File: src/rtl/game_tick_sched.sv
// game_tick_sched
// ---------------
// Programmable game-speed tick scheduler. A single prescaler counter on the
// board clock issues one-cycle `tick` enables that pace the game logic, so
// all game logic stays on `clk` instead of a derived clock. The tick period
// starts at BASE_DIV and shrinks by STEP_DIV on every level-up, down to
// MIN_DIV. The game FSM can start, pause and stop the timebase.
//
// Optional feature macro: GAME_SPEEDUP_EN
//   defined   : level progression (tick counting, level-up, period step-down)
//   undefined : level and level_up stay 0, cur_div stays BASE_DIV
//
// Ports:
//   clk      in   board clock
//   reset    in   synchronous, active-high reset
//   start    in   start request, honoured in IDLE only
//   pause    in   level-sensitive hold, honoured in RUN/PAUSE
//   stop     in   abort to IDLE, honoured in any state (beats pause/start)
//   tick     out  one-cycle game enable pulse
//   level_up out  one-cycle pulse coincident with the tick that levels up
//   level    out  current level (saturating)
//   running  out  high in RUN
//   paused   out  high in PAUSE
//   cur_div  out  active tick period in clk cycles

module game_tick_sched #(
    parameter int unsigned BASE_DIV        = 32'd10000000,
    parameter int unsigned STEP_DIV        = 32'd1000000,
    parameter int unsigned MIN_DIV         = 32'd2000000,
    parameter int unsigned TICKS_PER_LEVEL = 32'd50,
    parameter int unsigned LVL_W           = 32'd4
) (
    input  logic             clk,
    input  logic             reset,
    input  logic             start,
    input  logic             pause,
    input  logic             stop,
    output logic             tick,
    output logic             level_up,
    output logic [LVL_W-1:0] level,
    output logic             running,
    output logic             paused,
    output logic [31:0]      cur_div
);

    typedef enum logic [1:0] {
        ST_IDLE  = 2'd0,
        ST_RUN   = 2'd1,
        ST_PAUSE = 2'd2
    } state_e;

    localparam logic [31:0] BASE_DIV_C = 32'(BASE_DIV);

    state_e           state_r;
    state_e           next_state_s;
    logic [31:0]      cnt_r;
    logic             tick_r;
    logic             running_r;
    logic             paused_r;
    logic [31:0]      cur_div_r;
    logic [LVL_W-1:0] level_r;
    logic             level_up_r;
    logic             count_en_s;
    logic             terminal_s;
    logic             tick_s;

    // Next-state logic: stop overrides everything, pause only matters once running.
    always_comb begin
        next_state_s = state_r;
        if (stop) begin
            next_state_s = ST_IDLE;
        end else begin
            case (state_r)
                ST_IDLE: begin
                    if (start) begin
                        next_state_s = ST_RUN;
                    end else begin
                        next_state_s = ST_IDLE;
                    end
                end
                ST_RUN, ST_PAUSE: begin
                    if (pause) begin
                        next_state_s = ST_PAUSE;
                    end else begin
                        next_state_s = ST_RUN;
                    end
                end
                default: begin
                    next_state_s = ST_IDLE;
                end
            endcase
        end
    end

    // Counting enable and terminal-count decode.
    // The counter also advances on the PAUSE->RUN release cycle, so a pause
    // lengthens the period by exactly the number of cycles pause was high,
    // and a terminal count frozen by pause fires on that release cycle.
    always_comb begin
        count_en_s = 1'b0;
        terminal_s = 1'b0;
        tick_s     = 1'b0;
        count_en_s = (state_r != ST_IDLE) && !pause && !stop;
        terminal_s = (cnt_r == (cur_div_r - 32'd1));
        tick_s     = count_en_s && terminal_s;
    end

    // State register, prescaler counter and registered status outputs.
    always_ff @(posedge clk) begin
        if (reset) begin
            state_r   <= ST_IDLE;
            cnt_r     <= 32'd0;
            tick_r    <= 1'b0;
            running_r <= 1'b0;
            paused_r  <= 1'b0;
        end else begin
            state_r   <= next_state_s;
            running_r <= (next_state_s == ST_RUN);
            paused_r  <= (next_state_s == ST_PAUSE);
            tick_r    <= tick_s;
            if (stop || (state_r == ST_IDLE)) begin
                cnt_r <= 32'd0;
            end else if (tick_s) begin
                cnt_r <= 32'd0;
            end else if (count_en_s) begin
                cnt_r <= cnt_r + 32'd1;
            end else begin
                cnt_r <= cnt_r;
            end
        end
    end

`ifdef GAME_SPEEDUP_EN
    localparam int unsigned TCNT_W = (TICKS_PER_LEVEL > 32'd1) ? $clog2(TICKS_PER_LEVEL) : 32'd1;
    localparam logic [TCNT_W-1:0] TCNT_LAST  = TCNT_W'(TICKS_PER_LEVEL - 32'd1);
    localparam logic [31:0]       MIN_DIV_C  = 32'(MIN_DIV);
    localparam logic [31:0]       STEP_DIV_C = 32'(STEP_DIV);
    // 33 bits so MIN_DIV+STEP_DIV cannot wrap before the compare.
    localparam logic [32:0]       FLOOR_KNEE = 33'(MIN_DIV) + 33'(STEP_DIV);
    localparam logic [LVL_W-1:0]  LVL_MAX    = {LVL_W{1'b1}};

    logic [TCNT_W-1:0] tcnt_r;
    logic              lvl_step_s;

    // Level-up happens on the tick that completes a group of ticks.
    always_comb begin
        lvl_step_s = 1'b0;
        lvl_step_s = tick_s && (tcnt_r == TCNT_LAST);
    end

    // Tick counter, level and period step-down.
    always_ff @(posedge clk) begin
        if (reset) begin
            tcnt_r     <= '0;
            level_r    <= '0;
            level_up_r <= 1'b0;
            cur_div_r  <= BASE_DIV_C;
        end else if (stop || (state_r == ST_IDLE)) begin
            tcnt_r     <= '0;
            level_r    <= '0;
            level_up_r <= 1'b0;
            cur_div_r  <= BASE_DIV_C;
        end else begin
            level_up_r <= lvl_step_s;
            if (lvl_step_s) begin
                tcnt_r <= '0;
                if (level_r != LVL_MAX) begin
                    level_r <= level_r + LVL_W'(1);
                end
                // Period keeps stepping toward the floor after level saturates.
                if ({1'b0, cur_div_r} < FLOOR_KNEE) begin
                    cur_div_r <= MIN_DIV_C;
                end else begin
                    cur_div_r <= cur_div_r - STEP_DIV_C;
                end
            end else if (tick_s) begin
                tcnt_r <= tcnt_r + TCNT_W'(1);
            end
        end
    end
`else
    // Progression parameters are meaningless without the speed-up feature.
    logic [31:0] unused_cfg_s;
    assign unused_cfg_s = STEP_DIV ^ MIN_DIV ^ TICKS_PER_LEVEL;

    // Fixed-speed build: level stays 0 and the period stays BASE_DIV.
    always_ff @(posedge clk) begin
        if (reset) begin
            level_r    <= '0;
            level_up_r <= 1'b0;
            cur_div_r  <= BASE_DIV_C;
        end else begin
            level_r    <= '0;
            level_up_r <= 1'b0;
            cur_div_r  <= BASE_DIV_C;
        end
    end
`endif

    assign tick     = tick_r;
    assign level_up = level_up_r;
    assign level    = level_r;
    assign running  = running_r;
    assign paused   = paused_r;
    assign cur_div  = cur_div_r;

endmodule

File: config.mk
export PLATFORM = sky130hd
export DESIGN_NAME = game_tick_sched
export DESIGN_NICKNAME = d
export VERILOG_FILES = /design/src/rtl/game_tick_sched.sv
export SDC_FILE = /design/constraint.sdc
export NUM_CORES = 1
export LEC_CHECK = 0
export ABC_AREA = 1
export ABC_CLOCK_PERIOD_IN_PS = 4400
export CORE_MARGIN = 4
export CORE_UTILIZATION = 35
export DETAILED_ROUTE_END_ITERATION = 16
export PLACE_DENSITY = 0.61
export SLEW_MARGIN = 20
export SYNTH_ARGS = -nofsm -noshare
export SYNTH_HDL_FRONTEND = slang
export SYNTH_SLANG_ARGS = --single-unit
File: constraint.sdc
create_clock -name clk -period 4.4 [get_ports clk]
set_input_delay 1.32 -clock clk [delete_from_list [all_inputs] [get_ports clk]]
set_output_delay 1.32 -clock clk [all_outputs]
set_load 0.02 [all_outputs]
[Word-level counts from Yosys, hierarchy flattened]
Index checks and enable logic that the tools add are counted.
Word-level totals
  register bits after elaboration: 37
  input bits: 5
Operators by class
  eq/ne operators: 5
  reductions and logical operators: 10
  muxes and demuxes: 4
  add/sub/neg operators: 1
Operator list (number)
  $add A32 B1 Y32 const B: 1
  $eq A32 B24 Y1 const B: 1
  $eq A2 B1 Y1 const B: 2
  $eq A2 B2 Y1 const B: 2
  $mux W2: 2
  $pmux W2 S2: 1
  $logic_and A1 B1 Y1: 3
  $reduce_or A3 Y1: 1
  $logic_not A1 Y1: 2
  $logic_not A2 Y1: 1
  $reduce_bool A2 Y1: 1
  $reduce_or A2 Y1: 1
  $logic_or A1 B1 Y1: 1
  $mux W1: 1

[Logic depth before layout (Yosys ltp)]
  depth in word-level cells: 5
  mapped depth: 10
  depth with buffers taken out: 10

[Least setup slack after synthesis]
OpenSTA, ideal clock, no wires.
  kind: input-to-reg
  start point: input port pause
  end point: register cnt_r[16]
  path buffers: 1
  stages: 7
  path slack: 2.150 ns
  arrival: 2.134 ns
  cell sequence: inv_1 > nand2_4 > nor2_4 > nand3_4 > nand2_4 > buf_6 > nor2_1
On the way
  longest elaborated chain between the ends: 5
RTL lines
  start, declared: RTL line 36  | input logic pause,
  $logic_not A1 Y1 (*): RTL line 103  | count_en_s = (state_r != ST_IDLE) && !pause && !stop;
  $logic_and A1 B1 Y1 (*) (2 in a row): RTL line 103
  $logic_and A1 B1 Y1: RTL line 105  | tick_s = count_en_s && terminal_s;
  $reduce_or A3 Y1 (no source line)
  end signal, assigned: RTL line 126  | cnt_r <= cnt_r + 32'd1;
  end signal, assigned: RTL line 128  | cnt_r <= cnt_r;
  end, declared: RTL line 56  | logic [31:0] cnt_r;
Mark *: on every way between the ends. The rest lies on a longest branch, timed or not.
A chain may end at the register's enable or synchronous reset.

[Worst setup path in the final report]
  start point: input port stop
  end point: register cnt_r[10]
On the way
  longest elaborated chain between the ends: 4
RTL lines
  start, declared: RTL line 37  | input logic stop,
  $logic_not A1 Y1: RTL line 103
  $logic_and A1 B1 Y1: RTL line 103
  $logic_and A1 B1 Y1: RTL line 105
  $reduce_or A3 Y1 (no source line)
Several ways; a longest one is shown, not always the timed one.

==> impl_metrics.toml <==
[worst_setup_path]
critical_path.top_delay_family = "simple AND/OR/NAND/NOR gates"
crit_slowest_cell = "clkdlybuf4s50_1"
max_stage_delay_ns = 0.55
path_max_fanout = 28
worst_setup_path_end_kind = "register"
start_kind = "primary input"
crit_path_cell_trace = "clkdlybuf4s50_1, nor2_4, nand2_4, nor2_4, nand3_4, nand2_4, nor2_1"
criticalPathCategory = "in -> reg"
worst-path-stages = 7
required_ns = 4.56
arrival_ns = 2.91
crit_buf_inv = 1
r2r_cells = 8
ff2ff_setup_slack_ns = 2.65

[floorplan]
die_w_um = 90.7
initial_core_util_pct = 36.9
die_y_um = 90.7
fp.dieArea_sq_um = 8230
rows = 29
ioPinCount = 45
coreArea_sq_um = 6490

[yosys]
netlist_top_cells_area = "dfxtp_1 31%, nand2_1 12%, buf_4 12%"
netlist_area_sq_um = 2390
async_reset_ff_share_pct = 0
ys_ff_latch = 37
ys.flop_type = "dfxtp_1"
synth_edf_count = 0
synth_top_area_share_pct = 30.9
yosysWarningCount = 0
synth_area_leader_cell = "dfxtp_1"
synth_seq_area_share_pct = 30.9
syn_area_per_cell_sq_um = 6.70
syn_inst = 357
synth_cell_type_count = 27

[clock_network]
cts_tree = "built"
cts_setup_buffers = 0
insertion_delay_ns = 0.29
htree_num_levels = 2
clk_path_buf_depth = 2
postCtsHoldBufs = 0
root_buffer = "clkbuf_8"
ctsResizeCount = 0
numCtsBuffers = 5
clock-sinks = 37
path_clk_slew_ns = 0.07

[worst_hold_path]
hold_path_depth = 2
hp-class = "reg -> reg"

[global_routing]
antenna_found_initial = 0
grt_use_total_pct = 12.2
grt-ovfl-total = 0
grt_max_degree = 29
grt_pass1_wl_mm = 8.29
grt_pass1_vias = 1825

[timing]
hold_viol = 0
rsz0062_at_grt = "false"
fin_crit_sh_pct = 62.4
setup_viol = 0
slew_viol_final = 0
tns_ns = 0
finalClockSkew_ns = 0.00767
holdWs_ns = 0.469
fin_crit_ns = 2.75
fmax_ghz = 0.364

[pwr]
p_leak_nw = 0.909
p_total_mw = 0.625
ir_drop_mv = 0.167
p_per_area_nw_per_um2 = 252

[place]
placed_area_sq_um = 2390
dp_hpwl_mm = 3.84
gp_congestion = 0.887
port_buffers = 7

[job]
cap_violations = 0

[final_layout]
drive_gt1_share_pct = 6.81
fin_area_sq_um = 2480
final_cell_mix = "76 x nand2_1, 57 x nor2_1, 43 x inv_1, 37 x conb_1, 37 x dfxtp_1"
fill_cells = 707
antenna_cells = 0
syn_to_final_growth_pct = 3.50
fin_nets = 375
final_common_cell = "nand2_1"

[route]
wirelength_mm = 4.92
vias_per_cell = 4.52
drtAntennaViolNets = 0
wire_per_inst_um = 11.1
dr_total_vias = 2006
dr.pass1.iters = 4
drt-initial-drc-count = 155
drc_errors = 0

[run_status]
status = "finished, final reports clean"
## per-layer routing
metal,vias to the layer above,track usage (%),routed length [um]
li1,1058,-,-
met1,890,15.9,2390
met2,49,20.0,2260
met3,9,3.08,216
met4,0,3.57,55
met5,-,0,0
## flip-flops by register name, indices dropped and copies added (netlist names)
signal,flops
cnt_r,32
tick,1
paused,1
running,1
state_r,2
## power by group
part	switching (mW)	leakage (nW)	internal, mW	total (mW)
registers	0.000430	0.298	0.336	0.336
logic	0.0390	0.566	0.00683	0.0459
clock network	0.118	0.0443	0.124	0.243
## worst paths after layout
| path | start | end |
|---|---|---|
| setup / recovery | stop | cnt_r[10] |
| hold / removal | cnt_r[31] | cnt_r[31] |
| setup reg to reg | state_r[0] | cnt_r[10] |
| hold reg to reg | cnt_r[31] | cnt_r[31] |
## stage by stage
step / setup slack, ns / util, % / instances
finish: 1.65 / 38.1 / 444
global route: 1.52 / 38.1 / 444
CTS: 1.64 / 38.1 / 444
detailed placement: 1.34 / 36.8 / 437
global placement: 1.40 / 36.8 / 437
floorplan: 2.15 / - / 392
## cell usage after synthesis (3+ instances only)
library cell / instances
nand2_1: 76
nor2_1: 57
inv_1: 43
buf_4: 37
dfxtp_1: 37
nand3_1: 32
a21oi_1: 13
nand4_1: 10
nor2_4: 7
nor3_1: 6
xor2_1: 6
nor2_2: 4
o21ai_0: 4
xnor2_1: 4
ha_1: 3
nand2_2: 3
## final cells by class
class                           count  area (sq um)  area share [%]
Multi-Input combinational cell    273          1320            53.4
Timing Repair Buffer                7          70.1            2.83
Clock buffer                        7          86.3            3.48
Tap cell                           77          96.3            3.89
Inverter                           43           161            6.52
Sequential cell                    37           741            29.9
## worst reg2reg max path, stage by stage, from the launching register on
cell and delay, ns:
dfxtp_1 0.34, inv_1 0.04, ha_1 0.27, nor2_4 0.15, nand2_4 0.12, nor2_4 0.18, nand3_4 0.13, nand2_4 0.29
nor2_1 0.10
## cells by family (layout without fill, tap and decap cells)
family / count (synthesis) / after routing / synth area share, %
simple gates: 205 / 205 / 40.5
buf+inv: 82 / 57 / 19.3
flops: 37 / 37 / 30.9
compound gates: 18 / 18 / 3.76
xor+xnor: 10 / 10 / 3.66
fa+ha+maj: 3 / 3 / 1.57
other cells: 2 / 37 / 0.314
No activity file was read; power rests on OpenSTA's default activity.
